$ cat config.mk
export PLATFORM = sky130hd
export DESIGN_NAME = apb3_requester
export DESIGN_NICKNAME = d
export VERILOG_FILES = /design/src/rtl/apb3_requester.sv
export SDC_FILE = /design/constraint.sdc
export NUM_CORES = 1
export LEC_CHECK = 0
export ABC_CLOCK_PERIOD_IN_PS = 2900
export BUFFER_PORTS_ARGS = -buffer_cell sky130_fd_sc_hd__buf_2
export CAP_MARGIN = 40
export CORE_MARGIN = 3
export CORE_UTILIZATION = 48
export DETAILED_ROUTE_END_ITERATION = 16
export PLACE_DENSITY = 0.8
export SYNTH_ARGS = -nofsm -noshare
export SYNTH_HDL_FRONTEND = slang
export SYNTH_SLANG_ARGS = --single-unit
$ cat constraint.sdc
create_clock -name PCLK -period 2.9 [get_ports PCLK]
set_input_delay 0.725 -clock PCLK [delete_from_list [all_inputs] [get_ports PCLK]]
set_output_delay 0.725 -clock PCLK [all_outputs]
set_load 0.03 [all_outputs]
$ cat src/rtl/apb3_requester.sv
// Single-outstanding APB3 requester: turns a valid/ready command stream into
// SETUP/ACCESS transfers and returns each completion on a valid/ready response channel.
module apb3_requester #(
  parameter int ADDR_W  = 8,
  parameter int DATA_W  = 32,
  parameter int TIMEOUT = 16
) (
  input  logic              PCLK,
  input  logic              PRESETn,
  input  logic              cmd_valid,
  output logic              cmd_ready,
  input  logic              cmd_write,
  input  logic [ADDR_W-1:0] cmd_addr,
  input  logic [DATA_W-1:0] cmd_wdata,
  output logic              rsp_valid,
  input  logic              rsp_ready,
  output logic [DATA_W-1:0] rsp_rdata,
  output logic              rsp_err,
  output logic              rsp_timeout,
  output logic              PSEL,
  output logic              PENABLE,
  output logic              PWRITE,
  output logic [ADDR_W-1:0] PADDR,
  output logic [DATA_W-1:0] PWDATA,
  input  logic [DATA_W-1:0] PRDATA,
  input  logic              PREADY,
  input  logic              PSLVERR
);

  // A zero TIMEOUT still needs a one-bit counter so the design elaborates.
  localparam int CNT_W = (TIMEOUT > 0) ? $clog2(TIMEOUT + 1) : 1;
  localparam logic [CNT_W-1:0] WAIT_LAST = (TIMEOUT > 0) ? CNT_W'(TIMEOUT - 1) : '0;

  typedef enum logic [1:0] {
    IDLE   = 2'd0,
    SETUP  = 2'd1,
    ACCESS = 2'd2,
    RESP   = 2'd3
  } state_t;

  state_t              state_q, state_d;
  logic [CNT_W-1:0]    wait_q, wait_d;
  logic                psel_q, psel_d;
  logic                penable_q, penable_d;
  logic                pwrite_q, pwrite_d;
  logic [ADDR_W-1:0]   paddr_q, paddr_d;
  logic [DATA_W-1:0]   pwdata_q, pwdata_d;
  logic                rsp_valid_q, rsp_valid_d;
  logic [DATA_W-1:0]   rsp_rdata_q, rsp_rdata_d;
  logic                rsp_err_q, rsp_err_d;
  logic                rsp_timeout_q, rsp_timeout_d;
  logic                wait_expired;

  assign wait_expired = (TIMEOUT > 0) && (wait_q == WAIT_LAST);

  always_ff @(posedge PCLK or negedge PRESETn) begin
    if (!PRESETn) begin
      state_q       <= IDLE;
      wait_q        <= '0;
      psel_q        <= 1'b0;
      penable_q     <= 1'b0;
      pwrite_q      <= 1'b0;
      paddr_q       <= '0;
      pwdata_q      <= '0;
      rsp_valid_q   <= 1'b0;
      rsp_rdata_q   <= '0;
      rsp_err_q     <= 1'b0;
      rsp_timeout_q <= 1'b0;
    end else begin
      state_q       <= state_d;
      wait_q        <= wait_d;
      psel_q        <= psel_d;
      penable_q     <= penable_d;
      pwrite_q      <= pwrite_d;
      paddr_q       <= paddr_d;
      pwdata_q      <= pwdata_d;
      rsp_valid_q   <= rsp_valid_d;
      rsp_rdata_q   <= rsp_rdata_d;
      rsp_err_q     <= rsp_err_d;
      rsp_timeout_q <= rsp_timeout_d;
    end
  end

  always_comb begin
    state_d       = state_q;
    wait_d        = wait_q;
    psel_d        = psel_q;
    penable_d     = penable_q;
    pwrite_d      = pwrite_q;
    paddr_d       = paddr_q;
    pwdata_d      = pwdata_q;
    rsp_valid_d   = rsp_valid_q;
    rsp_rdata_d   = rsp_rdata_q;
    rsp_err_d     = rsp_err_q;
    rsp_timeout_d = rsp_timeout_q;

    unique case (state_q)
      IDLE: begin
        if (cmd_valid) begin
          if (cmd_addr[1:0] == 2'b00) begin
            pwrite_d  = cmd_write;
            paddr_d   = cmd_addr;
            pwdata_d  = cmd_wdata;
            psel_d    = 1'b1;
            penable_d = 1'b0;
            wait_d    = '0;
            state_d   = SETUP;
          end else begin
            // Misaligned commands never reach the bus; they complete as an error.
            rsp_valid_d   = 1'b1;
            rsp_rdata_d   = '0;
            rsp_err_d     = 1'b1;
            rsp_timeout_d = 1'b0;
            state_d       = RESP;
          end
        end
      end
      SETUP: begin
        penable_d = 1'b1;
        state_d   = ACCESS;
      end
      ACCESS: begin
        if (PREADY) begin
          psel_d        = 1'b0;
          penable_d     = 1'b0;
          rsp_valid_d   = 1'b1;
          rsp_rdata_d   = pwrite_q ? '0 : PRDATA;
          rsp_err_d     = PSLVERR;
          rsp_timeout_d = 1'b0;
          state_d       = RESP;
        end else if (wait_expired) begin
          psel_d        = 1'b0;
          penable_d     = 1'b0;
          rsp_valid_d   = 1'b1;
          rsp_rdata_d   = '0;
          rsp_err_d     = 1'b1;
          rsp_timeout_d = 1'b1;
          state_d       = RESP;
        end else begin
          wait_d = wait_q + CNT_W'(1);
        end
      end
      RESP: begin
        if (rsp_ready) begin
          rsp_valid_d = 1'b0;
          pwrite_d    = 1'b0;
          state_d     = IDLE;
        end
      end
      default: state_d = IDLE;
    endcase
  end

  assign cmd_ready   = (state_q == IDLE);
  assign PSEL        = psel_q;
  assign PENABLE     = penable_q;
  assign PWRITE      = pwrite_q;
  assign PADDR       = paddr_q;
  assign PWDATA      = pwdata_q;
  assign rsp_valid   = rsp_valid_q;
  assign rsp_rdata   = rsp_rdata_q;
  assign rsp_err     = rsp_err_q;
  assign rsp_timeout = rsp_timeout_q;

endmodule

# Word level (Yosys, flattened, before mapping)

Index checks and enable logic that the tools add are counted.

Output and inout bits: 79
Bits of input ports: 79
Bits in registers: 85
Word-level logic and storage cells: 77

Mux-type cells: 40
Eq/ne operators: 11
Reduce and logical (&&, ||, !) cells: 14
Add/sub/neg operators: 1

Operators by type and width:

| kind                  | count |
|---|---|
| $mux W32              | 5 |
| $pmux W32 S2          | 1 |
| $mux W5               | 4 |
| $mux W1               | 17 |
| $reduce_and A4 Y1     | 4 |
| $mux W2               | 5 |
| $ne A2 B2 Y1 const B  | 5 |
| $pmux W5 S2           | 1 |
| $reduce_and A5 Y1     | 2 |
| $pmux W1 S2           | 4 |
| $pmux W2 S4           | 1 |
| $pmux W1 S3           | 2 |
| $reduce_and A3 Y1     | 2 |
| $reduce_bool A3 Y1    | 2 |
| $add A5 B1 Y5 const B | 1 |
| $eq A5 B4 Y1 const B  | 1 |
| $eq A2 B2 Y1 const B  | 2 |
| $logic_not A2 Y1      | 2 |
| $reduce_bool A2 Y1    | 2 |
| $ne A3 B3 Y1 const B  | 1 |
| $eq A2 B1 Y1 const B  | 1 |
| $ne A2 B1 Y1 const B  | 1 |

# Depth between registers and ports, before layout

Depth in word-level cells: 4
Depth in mapped cells: 8
Mapped depth without buffers: 6

# Worst setup path before layout

Ideal clock, no wire load.

Path type: flip-flop to flip-flop
Start: register state_q[0]
End: register rsp_rdata_q[0], in the netlist rsp_rdata[0]
Clock period less this slack: 2235 ps
Cell stages (with the launch flop): 8
Setup time: 79 ps
Data arrival time: 2156 ps
Path slack: 665 ps
Data required time: 2821 ps
Path buffers: 2
Cell sequence: dfrtp_1 inv_1 ha_1 buf_4 inv_2 a2111oi_4 buf_6 mux2i_1

Word-level cells in the longest chain between the ends: 3
Elaborated cells on any way between the ends: 8
Classes of those cells: 4 x eq/ne; 1 x mux; 3 x reduce/logical

Ends and longest elaborated chain:

| item                                                                | line | text |
|---|---|---|
| start: declaration                                                  | 41   | `state_t state_q, state_d;` |
| start signal: assignment                                            | 70   | `state_q <= state_d;` |
| $logic_not A2 Y1 *                                                  | n/a  |  |
| net cmd_ready                                                       | 11   | `output logic cmd_ready,` |
| $ne A2 B2 Y1 (no line) / $reduce_bool A2 Y1 (equally long branches) | n/a  |  |
| $reduce_and A4 Y1 (no line)                                         | n/a  |  |
| end signal: assignment                                              | 78   | `rsp_rdata_q <= rsp_rdata_d;` |
| end: declaration                                                    | 49   | `logic [DATA_W-1:0] rsp_rdata_q, rsp_rdata_d;` |

Mark *: on every way through the listed nets, which the timed path passes. The rest lies on a longest branch.
A chain may end at the register's enable or synchronous reset.

# Worst setup path in the final report

Start: register state_q[0]
End: register rsp_err_q, in the netlist rsp_err

Word-level cells in the longest chain between the ends: 3
Elaborated cells on any way between the ends: 8
Classes of those cells: 4 x eq/ne; 1 x mux; 3 x reduce/logical

Ends and longest elaborated chain:

| item                                                    | line | text |
|---|---|---|
| $eq A2 B2 Y1 / $logic_not A2 Y1 (equally long branches) | 97   | `unique case (state_q)` |
| $ne A3 B3 Y1 (no line) (tied with other cells)          | n/a  |  |
| $reduce_and A4 Y1 (no line)                             | n/a  |  |
| end signal: assignment                                  | 79   | `rsp_err_q <= rsp_err_d;` |
| end: declaration                                        | 50   | `logic rsp_err_q, rsp_err_d;` |

Several ways; a longest one is shown, not always the timed one.

==> metrics.md <==
| Metric | Value |
|---|---|
| Outcome | finished clean |
| IO Pins | about 160 |
| Power Density | 1190 nW/um2 |
| Slew headroom | a little over three fifths |
| Slew Limit Fails | 0 |
| Post-Syn Instances | roughly 400 |
| Worst-path clk slew | 90 ps |
| Req. time, crit path | approximately 3100 ps |
| Worst reg-to-reg path cell count | 6 |
| Clock root cell | clkbuf_8 |
| Ranking of synthesized cells by area | dfrtp_1 (56%), nand2_1 (14%), mux2i_1 (9.0%), inv_1 (4.0%), ha_1 (2.6%) |
| Drt first pass iters | 4 |
| Yosys warns | 0 |
| Final core occ | 65.9% |
| Routed WL | slightly below 9 mm |
| Ys flop type | dfrtp_1 |
| Fmax | roughly 430 MHz |
| Startpoint Class | flip-flop |
| FFs w/ async S/R, synth | 100% |
| Hold_ws | 346 ps |
| Maximum clock path buffer count | 2 |
| Hold crit path type | in2async |
| P_leak | 0.00272 uW |
| Diodes inserted | 0 |
| Clk_lat worst skew | 350 ps |
| Period minus WS final | about 2300 ps |
| Syn avg cell area | a little under 10 um2 |
| CTS buffer count | 9 |
| Worst Setup Path Type | reg2reg |
| Gpl congestion | between 0.7 and 0.8 |
| Number of gates resized after cts | 0 |
| Mapped Nets | 477 |
| R2R Path End | rsp_err |
| Vias in the first global route | ~3000 |
| RSZ-0062 raised after global routing | no |
| Setup Skew | between 10 and 15 ps |
| Post-synth EDFFs | 0 |
| Post-CTS Hold Buffers | 0 |
| Most frequent cells after synthesis | nand2_1 (146), dfrtp_1 (85), inv_1 (40) |
| Die Wd | about 95 um |
| # port buffers | ~160 |
| CTS tree | built |
| Max-Cap Viols | 0 |
| Setup slack, reg-to-reg | 560 ps |
| Post-CTS setup buffers | 0 |
| First-pass GRT wire length | between 10 and 15 mm |
| Fraction of layout cells with a size suffix above 1 | between 30% and 40% |
| VDD IR max | approximately 0.65 mV |
| Initial antenna violation count | 0 |
| # rows | 31 |
| GRT overflow | 0 |
| H-tree Lvls | 3 |
| Yosys top cell by area | dfrtp_1 |
| Fin nets | around 630 |
| RR Startpoint | state_q[0] |
| Post-route ant nets | 0 |
| Worst-path maximum fanout | 25 |
| Worst-margin pin slew | ~560 ps |
| Die height | 94.8 um |
| Setup tns final | 0 ps |
| Critical Path AT | roughly 2600 ps |
| Die footprint | approximately 9000 um2 |
| Mapped Area | ~3800 um2 |
| Tcrit/Tclk final | around four fifths |
| Placed Area | 4700 um2 |
| Vias per inst | approximately 4.8 |
| Share of the yosys chip area belonging to registers | ~56% |
| Cell area after layout | roughly 5000 um2 |
| Initial DRC Count | between 100 and 150 |
| Post-detail-place hpwl | between 6 and 7 mm |
| Effective utilization at floorplan | roughly half |
| Final setup vio count | 0 |
| Distinct cells, synth | 40 |
| Yosys top cell area share | about 56% |
| Synthesis-stage register bit count | 85 |
| # clock sinks | 85 |
| CP Capture Type | flip-flop |
| Total GRT Usage | between 20% and 30% |
| Via count | between 3000 and 4000 |
| DR WL/cell | about 14 um |
| Final Hold Violating Endpoints | 0 |
| Largest net degree at the start of global routing | 47 |
| Most frequent cell after synthesis | nand2_1 |
| CORE AREA | 7450 um2 |
| DRC | 0 |
| Layout area overhead | 29.6% |
-- flip-flops by register name (all words and copies together) (netlist names) --
name / count
PWDATA: 32
rsp_rdata: 32
PADDR: 8
wait_q: 5
state_q: 2
PENABLE: 1
PSEL: 1
PWRITE: 1
rsp_err: 1
rsp_timeout: 1
rsp_valid: 1
-- report_power, final --
group          internal, uW  switching [uW]  total (uW)
clock                   485             414         900
combinational           999            1970        2960
sequential             1700             300        2000
total                  3180            2680        5860
-- stage by stage --
stage          total power (uW)  std cells  setup slack (ps)
6_report                   5870        648               560
5_1_grt                    6270        648               403
4_1_cts                    5930        648               543
3_5_place_dp               5020        633               569
3_3_place_gp               4920        633               666
2_1_floorplan              4140        390               665
-- cell type report --
cell class	count	area, um2
clock buffers	10	128
multi-input cells	244	1430
well taps	99	124
clock inverters	5	85.1
inverters	41	154
flip-flops and latches	85	2130
fillers	611	2540
repair buffers	164	866
-- how the worst max path moves through the flow --
stage / from / to / slack [ps]
2_1_floorplan: state_q[0] / rsp_rdata[0] / 660
3_3_place_gp: state_q[0] / rsp_err / 670
3_5_place_dp: state_q[0] / rsp_err / 570
4_1_cts: state_q[0] / cmd_ready / 540
5_1_grt: state_q[0] / rsp_err / 400
6_report: state_q[0] / rsp_err / 560
-- worst max-delay path, stage by stage (launching register included) --
cell and delay [ps]:
dfrtp_1 420, inv_1 140, ha_1 470, inv_1 210, a2111oi_4 420, buf_12 260, mux2_4 310
-- layer usage --
layer / vias up / wire length, um / global-route usage, %
met5: - / 0 / 0
met4: 0 / 179 / 9.25
met3: 18 / 624 / 4.70
met2: 115 / 4230 / 32.9
met1: 1425 / 3750 / 25.3
li1: 1544 / - / -
-- kinds of logic after synthesis --
logic type	Yosys count	share of synthesized area, %
and+or+nand+nor	181	20.3
DFF	85	56.1
buffers and inverters	61	6.77
muxes	37	9.97
AOI/OAI and AO/OA	18	4.13
adders and majority gates	8	2.64
-- cell usage in the layout (no fill, tap or decap), types with 2 or more instances in the layout --
| cell type | synthesis | layout |
|---|---|---|
| a2111o_1 | 2 | 2 |
| a21oi_1 | 3 | 3 |
| and2_1 | 2 | 2 |
| and3_1 | 2 | 2 |
| buf_12 | 0 | 2 |
| buf_2 | 1 | 156 |
| buf_4 | 1 | 6 |
| bufinv_16 | 0 | 2 |
| clkbuf_8 | 0 | 9 |
| dfrtp_1 | 85 | 85 |
| ha_1 | 8 | 8 |
| inv_1 | 40 | 40 |
| mux2_2 | 2 | 2 |
| mux2i_1 | 34 | 34 |
| nand2_1 | 146 | 146 |
| nand2b_1 | 4 | 4 |
| nand3_1 | 11 | 11 |
| nor2_1 | 4 | 4 |
| nor2b_1 | 2 | 2 |
| o211ai_1 | 4 | 4 |
(Power assumes the default switching activity.)
